===== config.mk =====
export PLATFORM = sky130hd
export DESIGN_NAME = conv_layer_ctrl_flat
export DESIGN_NICKNAME = d
export VERILOG_FILES = /design/src/rtl/conv_layer_ctrl_if.sv /design/src/rtl/conv_layer_ctrl.sv /design/src/flat_wrapper.sv
export SDC_FILE = /design/constraint.sdc
export NUM_CORES = 1
export LEC_CHECK = 0
export ABC_AREA = 0
export BUFFER_PORTS_ARGS = -buffer_cell sky130_fd_sc_hd__buf_2
export CAP_MARGIN = 20
export CORE_MARGIN = 2
export CORE_UTILIZATION = 44
export DETAILED_ROUTE_END_ITERATION = 8
export PLACE_DENSITY = 0.71
export SYNTH_ARGS = -nofsm -noshare
export SYNTH_HDL_FRONTEND = slang
export SYNTH_SLANG_ARGS = --single-unit
export TNS_END_PERCENT = 50

===== constraint.sdc =====
create_clock -name clk -period 2.4 [get_ports clk]
set_input_delay 0.24 -clock clk [delete_from_list [all_inputs] [get_ports clk]]
set_output_delay 0.24 -clock clk [all_outputs]
set_load 0.05 [all_outputs]

===== src/rtl/conv_layer_ctrl_if.sv =====
// Control/status bundle between the convolution sequencer and its host.
// CONV_CTRL_ABORT_EN adds the i_abort request line.
interface conv_layer_ctrl_if;
    logic       i_start;
    logic       i_row_valid;
`ifdef CONV_CTRL_ABORT_EN
    logic       i_abort;
`endif
    logic [2:0] current_state;
    logic       o_busy;
    logic       o_done;
    logic [3:0] o_out_row;
    logic [1:0] o_kcol;

    modport master (
`ifdef CONV_CTRL_ABORT_EN
        output i_abort,
`endif
        output i_start, i_row_valid,
        input  current_state, o_busy, o_done, o_out_row, o_kcol
    );

    modport slave (
`ifdef CONV_CTRL_ABORT_EN
        input  i_abort,
`endif
        input  i_start, i_row_valid,
        output current_state, o_busy, o_done, o_out_row, o_kcol
    );
endinterface


===== src/rtl/conv_layer_ctrl.sv =====
// Stage sequencer for one convolution layer: preload, three kernel rows, bias, row load.
// Optional macro CONV_CTRL_ABORT_EN enables the i_abort request.
//
// state   | meaning
// INIT    | clear counters, one cycle
// PRELOAD | fill weight cache, KERNEL_SIZE cycles
// ROW_0-2 | one kernel row each, o_kcol walks 0..KERNEL_SIZE-1
// BIAS    | add bias, one cycle, then LOAD or IDLE
// LOAD    | wait for next input row from the image buffer
// IDLE    | waiting for i_start
module conv_layer_ctrl #(
    parameter int KERNEL_SIZE = 3,
    parameter int IMAGE_SIZE  = 8,
    parameter int ARRAY_SIZE  = 6
) (
    input  logic               clk,
    input  logic               rst_n,
    conv_layer_ctrl_if.slave   bus
);

    typedef enum logic [2:0] {
        INIT    = 3'd0,
        PRELOAD = 3'd1,
        ROW_0   = 3'd2,
        ROW_1   = 3'd3,
        ROW_2   = 3'd4,
        BIAS    = 3'd5,
        LOAD    = 3'd6,
        IDLE    = 3'd7
    } state_t;

    localparam int TW = $clog2(KERNEL_SIZE + 1);
    localparam int VALID_ROWS = IMAGE_SIZE - KERNEL_SIZE + 1;
    // Never step past the last row the image can actually produce.
    localparam int ROWS = (ARRAY_SIZE < VALID_ROWS) ? ARRAY_SIZE : VALID_ROWS;
    localparam logic [3:0]    LAST_ROW   = 4'(ROWS - 1);
    localparam logic [1:0]    KCOL_LAST  = 2'(KERNEL_SIZE - 1);
    localparam logic [TW-1:0] PRELOAD_TC = TW'(KERNEL_SIZE - 1);

    state_t        state;
    logic          busy;
    logic          done;
    logic [3:0]    out_row;
    logic [1:0]    kcol;
    logic [TW-1:0] tmr;

    assign bus.current_state = state;
    assign bus.o_busy        = busy;
    assign bus.o_done        = done;
    assign bus.o_out_row     = out_row;
    assign bus.o_kcol        = kcol;

    always_ff @(posedge clk or negedge rst_n) begin
        if (!rst_n) begin
            state   <= IDLE;
            busy    <= 1'b0;
            done    <= 1'b0;
            out_row <= '0;
            kcol    <= '0;
            tmr     <= '0;
        end else begin
            done <= 1'b0;
`ifdef CONV_CTRL_ABORT_EN
            if (bus.i_abort) begin
                state   <= IDLE;
                busy    <= 1'b0;
                out_row <= '0;
                kcol    <= '0;
                tmr     <= '0;
            end else
`endif
            case (state)
                IDLE: begin
                    if (bus.i_start) begin
                        state   <= INIT;
                        busy    <= 1'b1;
                        out_row <= '0;
                        kcol    <= '0;
                    end
                end
                INIT: begin
                    state   <= PRELOAD;
                    tmr     <= PRELOAD_TC;
                    out_row <= '0;
                    kcol    <= '0;
                end
                PRELOAD: begin
                    if (tmr == '0) begin
                        state <= ROW_0;
                    end else begin
                        tmr <= tmr - 1'b1;
                    end
                end
                ROW_0, ROW_1, ROW_2: begin
                    if (kcol == KCOL_LAST) begin
                        kcol  <= '0;
                        state <= (state == ROW_0) ? ROW_1 :
                                 (state == ROW_1) ? ROW_2 : BIAS;
                    end else begin
                        kcol <= kcol + 2'd1;
                    end
                end
                BIAS: begin
                    if (out_row == LAST_ROW) begin
                        state   <= IDLE;
                        busy    <= 1'b0;
                        done    <= 1'b1;
                        out_row <= '0;
                    end else begin
                        state <= LOAD;
                    end
                end
                LOAD: begin
                    if (bus.i_row_valid) begin
                        state   <= ROW_0;
                        out_row <= out_row + 4'd1;
                    end
                end
                default: begin
                    state <= IDLE;
                    busy  <= 1'b0;
                end
            endcase
        end
    end

endmodule

===== src/flat_wrapper.sv =====
// flat-port wrapper written by rule: the top's interface ports become plain ports
module conv_layer_ctrl_flat 
#(
    parameter int KERNEL_SIZE = 3,
    parameter int IMAGE_SIZE  = 8,
    parameter int ARRAY_SIZE  = 6
)
  (clk, rst_n, bus_i_start, bus_i_row_valid, bus_current_state, bus_o_busy, bus_o_done, bus_o_out_row, bus_o_kcol);
  conv_layer_ctrl_if bus_i ();
  input  logic clk;
  input  logic rst_n;
  input wire logic [$bits(bus_i.i_start)-1:0] bus_i_start;
  input wire logic [$bits(bus_i.i_row_valid)-1:0] bus_i_row_valid;
  output wire logic [$bits(bus_i.current_state)-1:0] bus_current_state;
  output wire logic [$bits(bus_i.o_busy)-1:0] bus_o_busy;
  output wire logic [$bits(bus_i.o_done)-1:0] bus_o_done;
  output wire logic [$bits(bus_i.o_out_row)-1:0] bus_o_out_row;
  output wire logic [$bits(bus_i.o_kcol)-1:0] bus_o_kcol;
  assign bus_i.i_start = bus_i_start;
  assign bus_i.i_row_valid = bus_i_row_valid;
  assign bus_current_state = bus_i.current_state;
  assign bus_o_busy = bus_i.o_busy;
  assign bus_o_done = bus_i.o_done;
  assign bus_o_out_row = bus_i.o_out_row;
  assign bus_o_kcol = bus_i.o_kcol;
  conv_layer_ctrl #(.KERNEL_SIZE(KERNEL_SIZE), .IMAGE_SIZE(IMAGE_SIZE), .ARRAY_SIZE(ARRAY_SIZE)) u_core (.clk(clk), .rst_n(rst_n), .bus(bus_i));
endmodule

==> results of run 1 <==
-- cell usage in the layout (no fill, tap or decap), drive strengths merged, types with 2 or more instances in the layout --
master / instances
o21ai: 9
nor2: 4
nor3: 2
dfstp: 3
a22o: 2
a21oi: 7
clkbuf: 4
buf: 14
nand2b: 3
nand2: 7
dfrtp: 10
ha: 3
a31oi: 5
inv: 8
nand3: 2
-- final cells by class --
| cell class | instances | area [sq um] | area share |
|---|---|---|---|
| Multi-Input combinational cell | 58 | 390 | 0.445 |
| Sequential cell | 13 | 329 | 0.375 |
| Timing Repair Buffer | 15 | 80.1 | 0.0913 |
| Inverter | 8 | 30.0 | 0.0342 |
| Clock buffer | 4 | 26.3 | 0.0300 |
| Tap cell | 17 | 21.3 | 0.0243 |
-- through the flow --
step                      hold slack [ns]  setup WS, ns  cells  power (mW)  cell area (sq um)
after floorplan                   -0.0556         0.732     84        1.00                777
after detailed placement            0.148         0.871    110        1.11                841
final                               0.306         0.807    115        1.25                877
after CTS                           0.314         0.813    115        1.26                877
after global placement              0.140         0.880    110        1.10                841
after global routing                0.333         0.751    115        1.35                877
-- worst min path at each step --
stage                            from  depth (start not counted)                 endpoint  slack [ns]
final                     bus_i_start                          3        u_core.bus.o_busy        0.31
after detailed placement        rst_n                          1  u_core.bus.o_out_row[2]        0.15
after CTS                 bus_i_start                          3        u_core.bus.o_busy        0.31
after global placement          rst_n                          1  u_core.bus.o_out_row[0]        0.14
after global routing      bus_i_start                          3        u_core.bus.o_busy        0.33
after floorplan                 rst_n                          0        u_core.bus.o_busy       -0.06
-- routing by layer --
| layer | wire length (microns) | part of all wire | GRT usage |
|---|---|---|---|
| met1 | 727 | 0.48 | 0.225 |
| met2 | 683 | 0.45 | 0.250 |
| met3 | 57 | 0.038 | 0.0357 |
| met4 | 51 | 0.034 | 0.120 |
| met5 | 0 | 0 | 0 |
-- sequential cells by signal (all words and copies together), names as in the netlist --
signal,cells
u_core.bus.o_out_row,4
u_core.tmr,2
u_core.bus.current_state,3
u_core.bus.o_done,1
u_core.bus.o_kcol,2
u_core.bus.o_busy,1
-- logic make-up after synthesis --
kind of cell / synth area share
buffers and inverters: 0.0741
multiplexers: 0.0274
flip-flops: 0.424
AND/OR/NAND/NOR: 0.174
AO/OA/AOI/OAI: 0.253
adder cells (fa/ha/maj): 0.0483
-- repair_timing --
| action | 4_1_cts | 5_1_grt |
|---|---|---|
| hold buffers | 1 | 0 |
| endpoints found under the hold margin | 10 | 0 |
| endpoints found under the setup margin | 0 | 0 |
-- power by group through the flow --
stage                     Combinational [mW]  Sequential [mW]  Clock, mW
after floorplan                        0.423            0.580          0
after global placement                 0.641            0.456          0
after detailed placement               0.647            0.462          0
after CTS                              0.652            0.457      0.146
after global routing                   0.708            0.483      0.154
final                                  0.648            0.462      0.141
==> flow_summary.toml, run 1 <==
[placement]
portBuffers = 14
place.gp.congestion = 0.769
hpwl_microns = 1080

[critical_path]
r2r_slack_ns = 0.85
max_stage_delay_ns = 0.74
worst-path-stages = 1
worstSetupStartpoint = "u_core.bus.current_state[0]"
cp_data_arrival_time_ns = 1.35
r2r_start = "u_core.bus.current_state[1]"
worst-path-buf-inv = 1
timing.rr.end = "u_core.bus.o_out_row[1]"
critPathMaxFanout = 18
crit_end = "bus_current_state[0]"
critPathCaptureType = "output pin"
reg2reg_depth = 4
crit_path_start_kind = "flop"
crit_type = "flop to output pin"
path_cells = "buf_2"
crit_family = "flip-flops"
required_ns = 2.16
slowest_stage = "dfstp_2"

[sta]
hold_viol_final = 0
fmax_mhz = 628
clock_skew_ns = 0.00339
setup_violations = 0
slew_viol_final = 0
rsz0062_at_grt = "false"
max_slew_margin = 0.780
finalWorstPathRequiredPeriod_ns = 1.59
finalCritPeriodShare = 0.664
worst_pin_slew_ns = 0.330
fin_setup_tns_ns = 0

[final_layout]
area_delta_synth_final_pct = 12.9
utilization = 0.519
fin_nets = 106
drive_gt1_frac = 0.255
antenna_cells = 0
n_fill_cell = 174

[power]
peakVddDrop_v = 0.000619
power.share.clock = 0.112
p_switching_mw = 0.652
comb_power_share = 0.518
swShare = 0.521
sequentialPowerShare = 0.369
internal_power_mw = 0.599
powerDensity_nw_per_um2 = 1430
p_leak_nw = 0.399

[synthesis]
synth_edf_count = 0
ys_top_cells_by_count = "dfrtp_1 (10), inv_1 (8), a21oi_1 (7), nand2_1 (7), o21ai_0 (6)"
async_reset_ff_frac = 1.00
synth.distinct_cells = 32
avgSynthCellArea_sq_um = 9.25
syn_inst = 84
yosysWarnings = 0
syn_nets = 91
synth_top_cell_area_share = 0.322
ys_ff_latch = 13
synth.area.top_cells = "dfrtp_1 (32%), dfstp_2 (10%), ha_1 (4.8%)"
yosysTopAreaCell = "dfrtp_1"
yosysMostFrequentCell = "dfrtp_1"
netlist_area_sq_um = 777
yosysSeqAreaShare = 0.424
ys.flop_type = "dfrtp_1"

[floorplanning]
io-pin-count = 15
fp.dieH_microns = 46.0
die_x_microns = 46.0
dieArea_sq_um = 2120
core_sq_um = 1690
rows = 15
start_util = 0.460

[route]
route.vias.total = 667
wl_per_cell_microns = 13.2
drc = 0
wl_microns = 1520
first_iter_violations = 12
drtAntennaViolNets = 0
routed_via_density = 5.80
drt_first_pass_iters = 4

[outcome]
status = "finished, final reports clean"

[global_route]
gr-total-overflow = 0
grt_use_total = 0.172
antenna_found_initial = 0
grt_pass1_vias = 576
grt_pass1_wl_microns = 2500
grt_max_degree = 19

[clock_tree]
root_buffer = "clkbuf_4"
ctsResizeCount = 0
clkSinkCount = 13
cts_buffer_depth = 2
htreeDepth = 1
worstSkewPairLatency_ns = 0.28
cts_inserted_buffers = 3
clk_pin_slew_ns = 0.08
cts_tree = "built"
postCtsSetupRepairBufs = 0

[flow_run]
cap_viol_max_count = 0

[hold_path]
hold_path.class = "primary input to flop"
Note: power is estimated with default switching activity, not from simulation.
==> inputs of run 2 (changes only) <==
Clock period 2.4 ns to 1.5 ns, I/O delays scaled along.
==> run 2 against run 1 <==
- combinational power up 94%
- final area up 7.8%
- clock power up 57%
- die area unchanged
- critical endpoint is now bus_current_state[2]
- largest power group unchanged
==> flow_summary.toml, run 2 (same netlist as run 1, synthesis figures left out) <==
[floorplanning]
start_util = 0.460
core_sq_um = 1690
io-pin-count = 15
rows = 15
dieArea_sq_um = 2120
die_x_microns = 46.0
fp.dieH_microns = 46.0

[final_layout]
final_area_sq_um = 946
area_delta_synth_final_pct = 21.7
largest_reg_flops = 4
final_common_cell = "buf_2"
drive_gt1_frac = 0.346
fin_nets = 112
final_cell_mix = "buf_2 (12), inv_1 (8), dfrtp_1 (8)"
antenna_cells = 0

[hold_path]
hold_end = "u_core.bus.o_busy"
hold_path.class = "primary input to flop"
hold_path.startpoint = "bus_i_start"
whs_path_depth = 3

[route]
route.vias.total = 686
first_iter_violations = 12
drt_first_pass_iters = 4
wl_per_cell_microns = 12.8
drtAntennaViolNets = 0
drc = 0
routed_via_density = 5.67
wl_microns = 1550

[power]
p_leak_nw = 0.439
powerDensity_nw_per_um2 = 2280
peakVddDrop_v = 0.00120

[global_route]
grt_busiest_layer = "met2"
grt_use_total = 0.172
met3_usage = 0.0238
gr-total-overflow = 0
grt_pass1_wl_microns = 2570
grtUsageMet1 = 0.240
grt_pass1_vias = 568
use_met2 = 0.267
grt_max_degree = 14
antenna_found_initial = 0

[clock_tree]
cts_buffer_depth = 2
root_buffer = "clkbuf_4"
cts_tree = "built"
postCtsSetupRepairBufs = 0
clkSinkCount = 13
htreeDepth = 1
clk_pin_slew_ns = 0.08
worstSkewPairLatency_ns = 0.28
cts_inserted_buffers = 3

[critical_path]
crit_family = "flip-flops"
critPathCaptureType = "output pin"
crit_path_start_kind = "flop"
worst-path-buf-inv = 2
max_stage_delay_ns = 0.61
reg2reg_depth = 4
timing.rr.end = "u_core.bus.o_out_row[2]"
path_cells = "buf_4, clkbuf_4"
required_ns = 1.35
worst-path-stages = 2
critPathMaxFanout = 8
cp_data_arrival_time_ns = 1.31
r2r_slack_ns = 0.09
slowest_stage = "dfstp_2"
r2r_start = "u_core.bus.current_state[2]"
crit_type = "flop to output pin"

[outcome]
status = "finished, final reports clean"

[sta]
worst_pin_slew_ns = 0.291
rsz0062_at_grt = "false"
slew_viol_final = 0
setup_violations = 0
clock_skew_ns = 0.00189
fmax_mhz = 687
fin_setup_tns_ns = 0
max_slew_margin = 0.806
hold_viol_final = 0
finalCritPeriodShare = 0.971
finalWorstPathRequiredPeriod_ns = 1.46

[placement]
dpl_cell_area_sq_um = 892
hpwl_microns = 1200
place.gp.congestion = 0.786
portBuffers = 14

[flow_run]
cap_viol_max_count = 0
-- run 2: changes by cell type in the layout (fill, tap and decap cells not counted), sizes merged --
cell / before / now
buf: 14 / 19
clkbuf: 4 / 5
-- run 2: tightest hold or removal path: stages --
cell     delay [ns]
buf_2          0.12
a31oi_1        0.09
o21ai_1        0.11
-- run 2: power breakdown --
group / switching [mW] / total [mW] / internal, mW / leakage [nW]
combinational: 0.790 / 1.26 / 0.469 / 0.270
clock: 0.119 / 0.222 / 0.103 / 0.0150
sequential: 0.169 / 0.671 / 0.502 / 0.154
total: 1.08 / 2.15 / 1.07 / 0.439
-- run 2: routing by layer --
| layer | up-vias | routed length, microns |
|---|---|---|
| met5 | - | 0 |
| met4 | 0 | 17 |
| met1 | 327 | 754 |
| met2 | 15 | 733 |
| li1 | 342 | - |
| met3 | 2 | 47 |
-- run 2: cell type report --
class	instances	area, sq um
clock buffer	4	26.3
fill	154	743
timing repair buffer	21	130
sequential	13	332
tap	17	21.3
inverter	8	30.0
multi-input combinational	58	407
-- run 2: per-stage QoR --
stage	cells	setup WS, ns	utilization	power [mW]	hold slack (ns)
2_1_floorplan	84	-0.0822	-	1.64	-0.146
5_1_grt	121	0.000506	0.560	2.32	0.270
4_1_cts	121	0.0254	0.551	2.14	0.222
3_5_place_dp	116	0.0742	0.528	1.91	0.0526
3_3_place_gp	116	0.113	0.528	1.89	0.0470
6_report	121	0.0439	0.560	2.15	0.222
-- run 2: worst max path at each step --
stage,startpoint,endpoint
4_1_cts,u_core.bus.current_state[2],bus_current_state[2]
3_3_place_gp,u_core.bus.current_state[2],u_core.bus.current_state[0]
3_5_place_dp,u_core.bus.o_out_row[1],u_core.bus.o_out_row[2]
2_1_floorplan,u_core.bus.current_state[0],u_core.bus.o_out_row[2]
6_report,u_core.bus.current_state[2],bus_current_state[2]
5_1_grt,u_core.bus.current_state[2],u_core.bus.o_out_row[2]
-- run 2: repair_timing --
item,CTS,global route
hold endpoints to repair,10,0
pin swaps,0,1
cloned,0,0
setup endpoints to repair,1,6
resized for setup,1,3
hold buffers,1,0
==> inputs of run 3 (changes only) <==
Settings changed: CORE_UTILIZATION 44 to 55, CTS_BUF_LIST from default to sky130_fd_sc_hd__clkbuf_4, PLACE_DENSITY 0.71 to 0.84.
==> run 3 against run 2 <==
- clock power increased by 6%
- final cell count fell by 1.7%
- flip-flop and latch count is the same
- die area down 18%
- via count up 0.15%
- sequential power increased by 3.3%
- utilization grew 15 points
- global-route usage up 3.9 points
- wire length rose by 9.4%
- final area decreased by 0.66%
==> flow_summary.toml, run 3 (same netlist as run 1, synthesis figures left out) <==
[critical_path]
crit_type = "flop to output pin"
crit_family = "flip-flops"
slowest_stage = "dfstp_2"
crit_path_start_kind = "flop"
reg2reg_depth = 6
cp_data_arrival_time_ns = 1.31
worst-path-buf-inv = 2
max_stage_delay_ns = 0.58
critPathMaxFanout = 10
path_cells = "buf_4, buf_2"
critPathCaptureType = "output pin"
required_ns = 1.35
worst-path-stages = 2
r2r_slack_ns = 0.06

[power]
peakVddDrop_v = 0.00164
p_leak_nw = 0.440
powerDensity_nw_per_um2 = 2310
total_power_mw = 2.17

[floorplanning]
core_sq_um = 1320
fp.dieH_microns = 41.6
start_util = 0.590
io-pin-count = 15
rows = 13
dieArea_sq_um = 1730
die_x_microns = 41.6

[placement]
pre_cts_ws_ns = 0.0248
place.gp.congestion = 0.889
placed_cells = 113
portBuffers = 14
hpwl_microns = 1250

[clock_tree]
worstSkewPairLatency_ns = 0.28
clk_pin_slew_ns = 0.08
root_buffer = "clkbuf_4"
clkSinkCount = 13
cts_tree = "built"
cts_inserted_buffers = 3
cts_buffer_depth = 2
htreeDepth = 1

[final_layout]
final_cells = 119
final_common_cell = "buf_2"
final_cell_mix = "buf_2 (13), inv_1 (8), dfrtp_1 (8)"
fin_nets = 112
utilization = 0.713
area_delta_synth_final_pct = 20.9
largest_reg_flops = 4
antenna_cells = 0
drive_gt1_frac = 0.346

[sta]
fmax_mhz = 685
clock_skew_ns = 0.00281
hold_viol_final = 0
fin_ws_ns = 0.0391
setup_violations = 0
max_slew_margin = 0.804
slew_viol_final = 0
finalWorstPathRequiredPeriod_ns = 1.46
worst_pin_slew_ns = 0.294
finalCritPeriodShare = 0.974
whs_ns = 0.242

[global_route]
grt_pass1_wl_microns = 2730
antenna_found_initial = 0
gr-total-overflow = 0
grt_pass1_vias = 642
grt_use_total = 0.211
grt_max_degree = 14

[route]
drt_first_pass_iters = 4
dr_wl_met2_microns = 818
drtAntennaViolNets = 0
route.vias.total = 687
top_layer_used = "met4"
met3WireLength_microns = 74
first_iter_violations = 17
drc = 0
m1WireLength_microns = 773
routed_via_density = 5.77
wl_microns = 1700
wl_per_cell_microns = 14.3

[outcome]
status = "finished, final reports clean"

[hold_path]
whs_path_depth = 3
hold_path.class = "primary input to flop"

[flow_run]
cap_viol_max_count = 0
-- run 3: area by class of cell --
type | instances | area, sq um
timing repair buffer | 21 | 128
tap | 15 | 18.8
sequential | 13 | 332
clock buffer | 4 | 30.0
fill | 100 | 378
inverter | 8 | 30.0
multi-input combinational | 58 | 402
-- run 3: where the power goes --
part           total (mW)  leakage, nW  switching, mW  internal [mW]
clock network       0.235       0.0184          0.114          0.121
registers           0.693        0.154          0.190          0.503
logic                1.24        0.268          0.793          0.452
-- run 3: worst reg2reg max path, stage by stage (launching register included) --
cell and delay [ns]:
dfrtp_2 0.43, inv_1 0.10, ha_1 0.18, nand3b_1 0.14
nand2b_4 0.18, a31oi_4 0.18, a31oi_1 0.12
-- run 3: timing repair --
item | CTS | global route
gates cloned | 0 | 0
pin swaps | 0 | 1
endpoints found under the setup margin | 1 | 4
gates resized for setup | 1 | 1
hold endpoints to repair | 10 | 0
setup buffers | 0 | 1
hold buffers | 1 | 0
-- run 3: worst paths after layout --
check / start / endpoint
worst min register to register: u_core.bus.o_out_row[3] / u_core.bus.o_out_row[3]
min in group asynchronous: rst_n / u_core.tmr[1]
worst max-delay path: u_core.bus.current_state[2] / bus_current_state[2]
worst max register to register: u_core.bus.o_out_row[1] / u_core.bus.o_out_row[3]
max in group asynchronous: rst_n / u_core.bus.current_state[2]
worst min-delay path: bus_i_start / u_core.bus.o_busy
-- run 3: through the flow --
stage / instance area [sq um] / setup TNS [ns]
finish: 940 / 0
global route: 940 / -0.0695
CTS: 925 / 0
detailed placement: 882 / 0
global placement: 882 / 0
floorplan: 793 / -0.298
-- run 3: per-layer routing --
| metal | global-route usage | up-vias |
|---|---|---|
| met5 | 0 | - |
| li1 | - | 336 |
| met4 | 0.116 | 0 |
| met1 | 0.265 | 332 |
| met3 | 0.0565 | 4 |
| met2 | 0.328 | 15 |
